**config.mk**
```make
export PLATFORM = sky130hd
export DESIGN_NAME = multicycle_ctrl
export DESIGN_NICKNAME = d
export VERILOG_FILES = /design/src/rtl/multicycle_ctrl.sv
export SDC_FILE = /design/constraint.sdc
export NUM_CORES = 1
export LEC_CHECK = 0
export BUFFER_PORTS_ARGS = -buffer_cell sky130_fd_sc_hd__buf_2
export CORE_UTILIZATION = 25
export DETAILED_ROUTE_END_ITERATION = 12
export GPL_ROUTABILITY_DRIVEN = 0
export PLACE_DENSITY = 0.47
export SLEW_MARGIN = 10
export SYNTH_ARGS = -nofsm -noshare
export SYNTH_HDL_FRONTEND = slang
export SYNTH_SLANG_ARGS = --single-unit
export TNS_END_PERCENT = 10
```
**constraint.sdc**
```tcl
create_clock -name clk -period 1.6 [get_ports clk]
set_clock_uncertainty 0.15 [all_clocks]
set_input_delay 0.24 -clock clk [delete_from_list [all_inputs] [get_ports clk]]
set_output_delay 0.24 -clock clk [all_outputs]
set_load 0.01 [all_outputs]
```
**src/rtl/multicycle_ctrl.sv**
```systemverilog
// Multi-cycle FETCH/DECODE/EXEC/MEM/WB sequencer for the 16-bit core. State and flags are registered; strobes are decoded combinationally.
// Latency is 3-5 cycles per instruction with zero-wait memory. FETCH/MEM stall while mem_ready is low, with a bus error after TIMEOUT cycles.
module multicycle_ctrl #(
    parameter int TIMEOUT = 15,
    parameter int CNT_W   = 8
) (
    input  logic             clk,
    input  logic             rst_n,
    input  logic             start,
    input  logic [3:0]       opcode,
    input  logic             alu_zero,
    input  logic             mem_ready,
    output logic             ir_we,
    output logic             pc_we,
    output logic [1:0]       pc_sel,
    output logic [2:0]       alu_op,
    output logic             alu_src_imm,
    output logic             reg_we,
    output logic             wb_sel,
    output logic             mem_req,
    output logic             mem_we,
    output logic             addr_sel,
    output logic             halted,
    output logic             bus_err,
    output logic             illegal,
    output logic [CNT_W-1:0] retire_cnt,
    output logic [2:0]       state
);

    typedef enum logic [2:0] {
        S_HALT   = 3'd0,
        S_FETCH  = 3'd1,
        S_DECODE = 3'd2,
        S_EXEC   = 3'd3,
        S_MEM    = 3'd4,
        S_WB     = 3'd5
    } state_t;

    localparam logic [3:0] OP_NOP  = 4'h0;
    localparam logic [3:0] OP_ADD  = 4'h1;
    localparam logic [3:0] OP_SUB  = 4'h2;
    localparam logic [3:0] OP_AND  = 4'h3;
    localparam logic [3:0] OP_OR   = 4'h4;
    localparam logic [3:0] OP_XOR  = 4'h5;
    localparam logic [3:0] OP_ADDI = 4'h6;
    localparam logic [3:0] OP_LD   = 4'h7;
    localparam logic [3:0] OP_ST   = 4'h8;
    localparam logic [3:0] OP_BEQ  = 4'h9;
    localparam logic [3:0] OP_JMP  = 4'hA;
    localparam logic [3:0] OP_HLT  = 4'hF;

    localparam logic [2:0] ALU_ADD = 3'b000;
    localparam logic [2:0] ALU_SUB = 3'b001;
    localparam logic [2:0] ALU_AND = 3'b010;
    localparam logic [2:0] ALU_OR  = 3'b011;
    localparam logic [2:0] ALU_XOR = 3'b100;

    localparam logic [1:0] PC_INC = 2'b00;
    localparam logic [1:0] PC_BR  = 2'b01;
    localparam logic [1:0] PC_JMP = 2'b10;

    localparam logic [CNT_W-1:0] WAIT_LAST = CNT_W'(TIMEOUT - 1);

    state_t           state_q;
    logic [CNT_W-1:0] wait_cnt;
    logic [CNT_W-1:0] retire_q;
    logic             bus_err_q;
    logic             illegal_q;

    logic       is_reg, is_ld, is_st, is_ctl, is_illegal, use_imm;
    logic [2:0] alu_code;
    logic       wait_last;

    always_comb begin
        is_reg     = 1'b0;
        is_ld      = 1'b0;
        is_st      = 1'b0;
        is_ctl     = 1'b0;
        is_illegal = 1'b0;
        alu_code   = ALU_ADD;
        case (opcode)
            OP_ADD, OP_ADDI: is_reg = 1'b1;
            OP_SUB: begin is_reg = 1'b1; alu_code = ALU_SUB; end
            OP_AND: begin is_reg = 1'b1; alu_code = ALU_AND; end
            OP_OR:  begin is_reg = 1'b1; alu_code = ALU_OR;  end
            OP_XOR: begin is_reg = 1'b1; alu_code = ALU_XOR; end
            OP_LD:  is_ld = 1'b1;
            OP_ST:  is_st = 1'b1;
            OP_BEQ: begin is_ctl = 1'b1; alu_code = ALU_SUB; end
            OP_JMP, OP_NOP, OP_HLT: is_ctl = 1'b1;
            default: is_illegal = 1'b1;
        endcase
    end

    assign use_imm   = (opcode == OP_ADDI) | is_ld | is_st;
    // An error needs a not-ready cycle; mem_ready on the last allowed cycle still completes.
    assign wait_last = !mem_ready && (wait_cnt == WAIT_LAST);

    always_comb begin
        ir_we       = 1'b0;
        pc_we       = 1'b0;
        pc_sel      = PC_INC;
        alu_op      = ALU_ADD;
        alu_src_imm = 1'b0;
        reg_we      = 1'b0;
        wb_sel      = 1'b0;
        mem_req     = 1'b0;
        mem_we      = 1'b0;
        addr_sel    = 1'b0;
        case (state_q)
            S_FETCH: begin
                mem_req = 1'b1;
                ir_we   = mem_ready;
            end
            S_EXEC: begin
                alu_op      = alu_code;
                alu_src_imm = use_imm;
                if (is_ctl) begin
                    pc_we = 1'b1;
                    if (opcode == OP_JMP)
                        pc_sel = PC_JMP;
                    else if (opcode == OP_BEQ && alu_zero)
                        pc_sel = PC_BR;
                end
            end
            S_MEM: begin
                mem_req     = 1'b1;
                addr_sel    = 1'b1;
                alu_src_imm = 1'b1;
                mem_we      = is_st;
                pc_we       = mem_ready & is_st;
            end
            S_WB: begin
                reg_we      = 1'b1;
                wb_sel      = is_ld;
                alu_op      = alu_code;
                alu_src_imm = use_imm;
                pc_we       = 1'b1;
            end
            default: ;
        endcase
    end

    always_ff @(posedge clk or negedge rst_n) begin
        if (!rst_n) begin
            state_q   <= S_HALT;
            wait_cnt  <= '0;
            retire_q  <= '0;
            bus_err_q <= 1'b0;
            illegal_q <= 1'b0;
        end else begin
            case (state_q)
                S_HALT: begin
                    if (start) begin
                        state_q   <= S_FETCH;
                        wait_cnt  <= '0;
                        bus_err_q <= 1'b0;
                        illegal_q <= 1'b0;
                    end
                end
                S_FETCH: begin
                    if (mem_ready) begin
                        state_q <= S_DECODE;
                    end else if (wait_last) begin
                        bus_err_q <= 1'b1;
                        state_q   <= S_HALT;
                    end else begin
                        wait_cnt <= wait_cnt + CNT_W'(1);
                    end
                end
                S_DECODE: begin
                    if (is_illegal) begin
                        illegal_q <= 1'b1;
                        state_q   <= S_HALT;
                    end else begin
                        state_q <= S_EXEC;
                    end
                end
                S_EXEC: begin
                    if (is_reg) begin
                        state_q <= S_WB;
                    end else if (is_ld || is_st) begin
                        state_q  <= S_MEM;
                        wait_cnt <= '0;
                    end else if (opcode == OP_HLT) begin
                        state_q <= S_HALT;
                    end else if (is_ctl) begin
                        state_q  <= S_FETCH;
                        wait_cnt <= '0;
                    end else begin
                        // IR changed under us after decode; treat as illegal rather than guess.
                        illegal_q <= 1'b1;
                        state_q   <= S_HALT;
                    end
                end
                S_MEM: begin
                    if (mem_ready) begin
                        if (is_ld) begin
                            state_q <= S_WB;
                        end else begin
                            state_q  <= S_FETCH;
                            wait_cnt <= '0;
                        end
                    end else if (wait_last) begin
                        bus_err_q <= 1'b1;
                        state_q   <= S_HALT;
                    end else begin
                        wait_cnt <= wait_cnt + CNT_W'(1);
                    end
                end
                S_WB: begin
                    state_q  <= S_FETCH;
                    wait_cnt <= '0;
                end
                default: state_q <= S_HALT;
            endcase
            // Every pc_we is the last PC update of its instruction.
            if (pc_we)
                retire_q <= retire_q + CNT_W'(1);
        end
    end

    assign state      = state_q;
    assign halted     = (state_q == S_HALT);
    assign bus_err    = bus_err_q;
    assign illegal    = illegal_q;
    assign retire_cnt = retire_q;

endmodule
```
### After elaboration in Yosys (flattened, before gate mapping)

Cells that the tools add are included.

| storage, ports and cells | value |
|---|---|
| bits in registers | 21 |
| input bits | 9 |
| output and inout port bits | 27 |

| cells by class | value |
|---|---|
| $add $sub $neg | 2 |
| equality and inequality tests | 29 |
| multiplexer cells | 50 |
| bitwise operators | 3 |
| reduce and logical (&&, ||, !) cells | 18 |

Operators with widths:

| kind | number |
|---|---|
| 8-bit 2-to-1 mux | 9 |
| 8-bit case mux with 5 select lines | 1 |
| 3-bit 2-to-1 mux | 8 |
| 1-bit 2-to-1 mux | 22 |
| 3-bit case mux with 6 select lines | 1 |
| 8-bit by 1-bit adder with 8-bit output, second input constant | 2 |
| 4-bit by 3-bit == test with 1-bit output, second input constant | 4 |
| 4-bit == test, second input constant | 4 |
| 2-bit != test, second input constant | 8 |
| 7-bit AND reduction | 2 |
| 3-bit case mux with 4 select lines | 1 |
| 12-bit OR reduction | 1 |
| 3-bit != test, second input constant | 3 |
| 4-bit by 2-bit == test with 1-bit output, second input constant | 2 |
| 8-bit by 4-bit == test with 1-bit output, second input constant | 1 |
| 2-bit 2-to-1 mux | 4 |
| 3-bit by 2-bit == test with 1-bit output, second input constant | 2 |
| 3-bit == test, second input constant | 2 |
| 1-bit case mux with 3 select lines | 2 |
| 2-bit OR reduction | 3 |
| 6-bit OR reduction | 1 |
| 5-bit nonzero test | 1 |
| 4-bit by 1-bit == test with 1-bit output, second input constant | 1 |
| 4-bit zero test | 1 |
| other kinds (13) | 16 |

### Depth between registers and ports, before layout

| logic depth | value |
|---|---|
| depth in word-level cells | 8 |
| gate-level depth with buffers | 7 |

### Worst setup path after synthesis

Ideal clock, no wire load.

| path | value |
|---|---|
| path type | register to register |
| start point | reg state_q[2], in the netlist state[2] |
| end point | reg retire_q[1], in the netlist retire_cnt[1] |
| arrival time | 1575 ps |
| setup slack | -250 ps |
| stages on the path, launching flop included | 7 |
| path buffers | 1 |
| clock period less this slack | 1850 ps |
| cell sequence | dfrtp_1 > buf_2 > nor2b_2 > nand2_1 > a21oi_2 > or2_4 > mux2_4 |

| on the way | value |
|---|---|
| longest elaborated chain between the ends | 2 |

RTL lines:

| item | RTL line | source |
|---|---|---|
| from (decl) | 64 | `state_t state_q;` |
| from (signal assigned) | 146 | `state_q <= S_HALT;` |
| from (signal assigned) | 155 | `state_q <= S_FETCH;` |
| from (signal assigned) | 163 | `state_q <= S_DECODE;` |
| 3-bit == test or 3-bit by 2-bit == test with 1-bit output (tied branches) | 110 | `case (state_q)` |
| 1-bit case mux with 3 select lines * | 110 |  |
| net pc_we | 14 | `output logic pc_we,` |
| to (signal assigned) | 219 | `retire_q <= retire_q + CNT_W'(1);` |
| to (decl) | 66 | `logic [CNT_W-1:0] retire_q;` |

The timed path passes the listed nets; every way through them passes the cells marked *.
A chain may end at the register's enable or synchronous reset.

### Final worst setup path

| path | value |
|---|---|
| start point | reg state_q[2], in the netlist state[2] |
| end point | out pc_we |

| on the way | value |
|---|---|
| longest elaborated chain between the ends | 2 |

RTL lines:

| item | RTL line |
|---|---|
| 3-bit == test or 3-bit by 2-bit == test with 1-bit output (tied branches) | 110 |
| 1-bit case mux with 3 select lines * | 110 |
| to (decl) | 14 |

Every way passes the cells marked *; elsewhere a longest branch is shown, timed or not.

==> run summary <==
Final non-filler cell total = 331
Area post-placement = 2140 sq um
Total wire length = 4280 microns
CTS root buffer = clkbuf_8
Worst-Margin Slew = 0.469 ns
Multi-input gate area = 1080 sq um
Max VDD drop = 690 uV
Clock transition at path regs = 0.08 ns
Clock sinks = 21
Avg Cell Area, Syn = 8.77 sq um
Clk network pwr share = 10.7%
Initial core utilization = 26.6%
CTS H-tree depth = 1
Synth Warn # = 0
Ys async rst share = 100%
Initial DRT Pass Iterations = 4
Post-synth EDFFs = 0
FF+latch area = 529 sq um
Final Setup Violations = 32
Maxcap violations = 0
Synthesized flop and latch total = 21
CTS tree = done
Post-Syn Area = 1500 sq um
Switching part of the total = 41.1%
Setup crit end kind = output port
Wire length per cell = 12.9 microns
Initial antenna violation count = 0
Gr ovfl total = 0
Status = complete, but fails checks
Worst Slack Setup Final = -0.234 ns
I/O pins = 36
Hpwl dp = 3170 microns
Via count = 1569
Antenna cells = 0
Die Height = 79.5 microns
Worst-case clock buffer depth = 2
Commonest non-fill, non-tap cell in the layout = buf_4
Fillcell total = 554
RSZ-0062 raised after global routing = yes
DR iter-0 viols = 106
Period utilization = 115%
Site Rows = 27
Vias per cell = 4.74
Sw Pwr = 1.36 mW
Syn Nets = 183
Leak = 1.14 nW
PwrDens = 1360 nW/um^2
Die area = 6310 sq um
Crit path DAT = 1.44 ns
F_max = 545 MHz
Largest net degree at the start of global routing = 22
Final Slew Violations = 0
Inserted Clock Buffers = 3
CP required = 1.21 ns
Finished Cell Area = 2430 sq um
Post-synth top flop = dfrtp_1
# DRC = 0
Core Footprint = 5640 sq um
Fin crit period = 1.83 ns
Layout cells sized above 1 = 55.2%
DRT antenna net count = 0
Register area share after synthesis = 35.0%
Critical path peak fanout = 6
Worst skew pair latency = 0.26 ns
Most frequent cells in the layout = 50 x buf_4, 32 x buf_2, 18 x dfrtp_1
# nets final = 272
Logic pwr share = 63.4%
HP Class = in2reg
Placed cell count = 317
Post-Syn Instances = 171
Startpoint types = flop
Total global-route track usage = 14.2%
Register share of total power = 25.9%
Unique masters post-synth = 48
Die Span X = 79.5 microns
Final Hold Fails = 0
Vias in the first global route = 1423
Worst slack, placed = -0.152 ns
Critical path class = reg2out
Max_slew headroom = 68.7%
P&R area growth vs syn = 62.0%
Failing checks = negative setup slack
First-pass GRT wire length = 7010 microns
Number of port buffers = 35
Cell Int Power = 1.95 mW
-- area by class of cell --
class / instances / area share (%)
repair buffers: 91 / 27.2
inverters: 6 / 0.927
flip-flops and latches: 21 / 21.8
multi-input cells: 137 / 44.3
clock buffers: 3 / 1.70
clock inverters: 1 / 0.309
well taps: 72 / 3.71
-- power by group through the flow --
stage	registers, mW	clock network [mW]	logic [mW]
finish	0.857	0.356	2.10
CTS	0.857	0.369	2.00
floorplan	0.861	0	0.936
global route	0.883	0.403	2.29
global placement	0.855	0	1.74
detailed placement	0.854	0	1.74
-- flip-flops by register name, indices dropped and copies added, names as in the netlist --
name and cells:
illegal 1, retire_cnt 8, wait_cnt 8, bus_err 1
state 3
-- through the flow --
| step | utilization, % | hold slack [ns] | total power, mW | setup TNS (ns) |
|---|---|---|---|---|
| 5_1_grt | 43.1 | 0.173 | 3.58 | -5.82 |
| 3_5_place_dp | 37.9 | 0.0805 | 2.60 | -2.19 |
| 6_report | 43.1 | 0.173 | 3.31 | -3.54 |
| 3_3_place_gp | 37.9 | 0.0844 | 2.60 | -1.72 |
| 2_1_floorplan | - | -0.206 | 1.80 | -0.495 |
| 4_1_cts | 42.0 | 0.165 | 3.23 | -3.49 |
-- worst max-delay path, stage by stage, from the launching register on --
cell and delay (ns):
dfrtp_2 0.46, nor2b_4 0.16, nand4_1 0.08, nand2_2 0.08
or2_4 0.27, buf_6 0.12
-- kinds of logic (layout without fill, tap and decap cells) --
group	after synthesis	after routing	share of synthesized area (%)
fa+ha+maj	3	3	2.50
simple gates	77	77	28.5
buf+inv	13	101	4.92
xor+xnor	9	9	5.25
mux	1	1	1.00
flops	21	21	35.0
compound gates	47	47	22.8
-- synthesized netlist by cell type, drive strengths merged (2+ instances only) --
| cell | instances | share of area, % |
|---|---|---|
| xnor2 | 7 | 4.1 |
| buf | 6 | 3.2 |
| nand3 | 2 | 0.67 |
| nor2 | 21 | 5.3 |
| a31oi | 5 | 2.1 |
| nand2 | 16 | 4.0 |
| nor3 | 6 | 2.8 |
| nand2b | 6 | 2.5 |
| o2111ai | 4 | 2.3 |
| a21oi | 14 | 5.4 |
| nand4b | 3 | 2.8 |
| nor4 | 3 | 1.3 |
| inv | 6 | 1.5 |
| xor2 | 2 | 1.2 |
| nand3b | 2 | 1.0 |
| nor2b | 8 | 3.7 |
| dfrtp | 21 | 35 |
| and3 | 5 | 2.1 |
| ha | 3 | 2.5 |
| o21ai | 9 | 3.0 |
-- per-layer routing --
metal	vias to the layer above	global-route usage, %	routed length (microns)
li1	802	-	-
met1	735	19.8	2150
met2	30	22.6	1940
met3	2	3.09	174
met4	0	2.18	14
met5	-	0	0
-- timing repair --
action / in CTS / in global routing
pin swaps: 16 / 7
hold endpoints to repair: 21 / 0
hold buffers: 1 / 0
endpoints found under the setup margin: 32 / 33
buffers inserted: 8 / 1
gates cloned: 0 / 0
gates resized for setup: 29 / 14
-- worst paths after layout --
path / from / end / slack [ns] / cells after the start
setup / recovery: state[2] / pc_we / -0.23 / 5
hold / removal: start / bus_err / 0.17 / 3
setup reg to reg: state[2] / retire_cnt[1] / -0.16 / 6
hold reg to reg: retire_cnt[7] / retire_cnt[7] / 0.33 / 1
max in group asynchronous: rst_n / state[0] / 0.65 / 2
min in group asynchronous: rst_n / retire_cnt[6] / 0.31 / 2
Note: power is estimated with default switching activity, not from simulation.
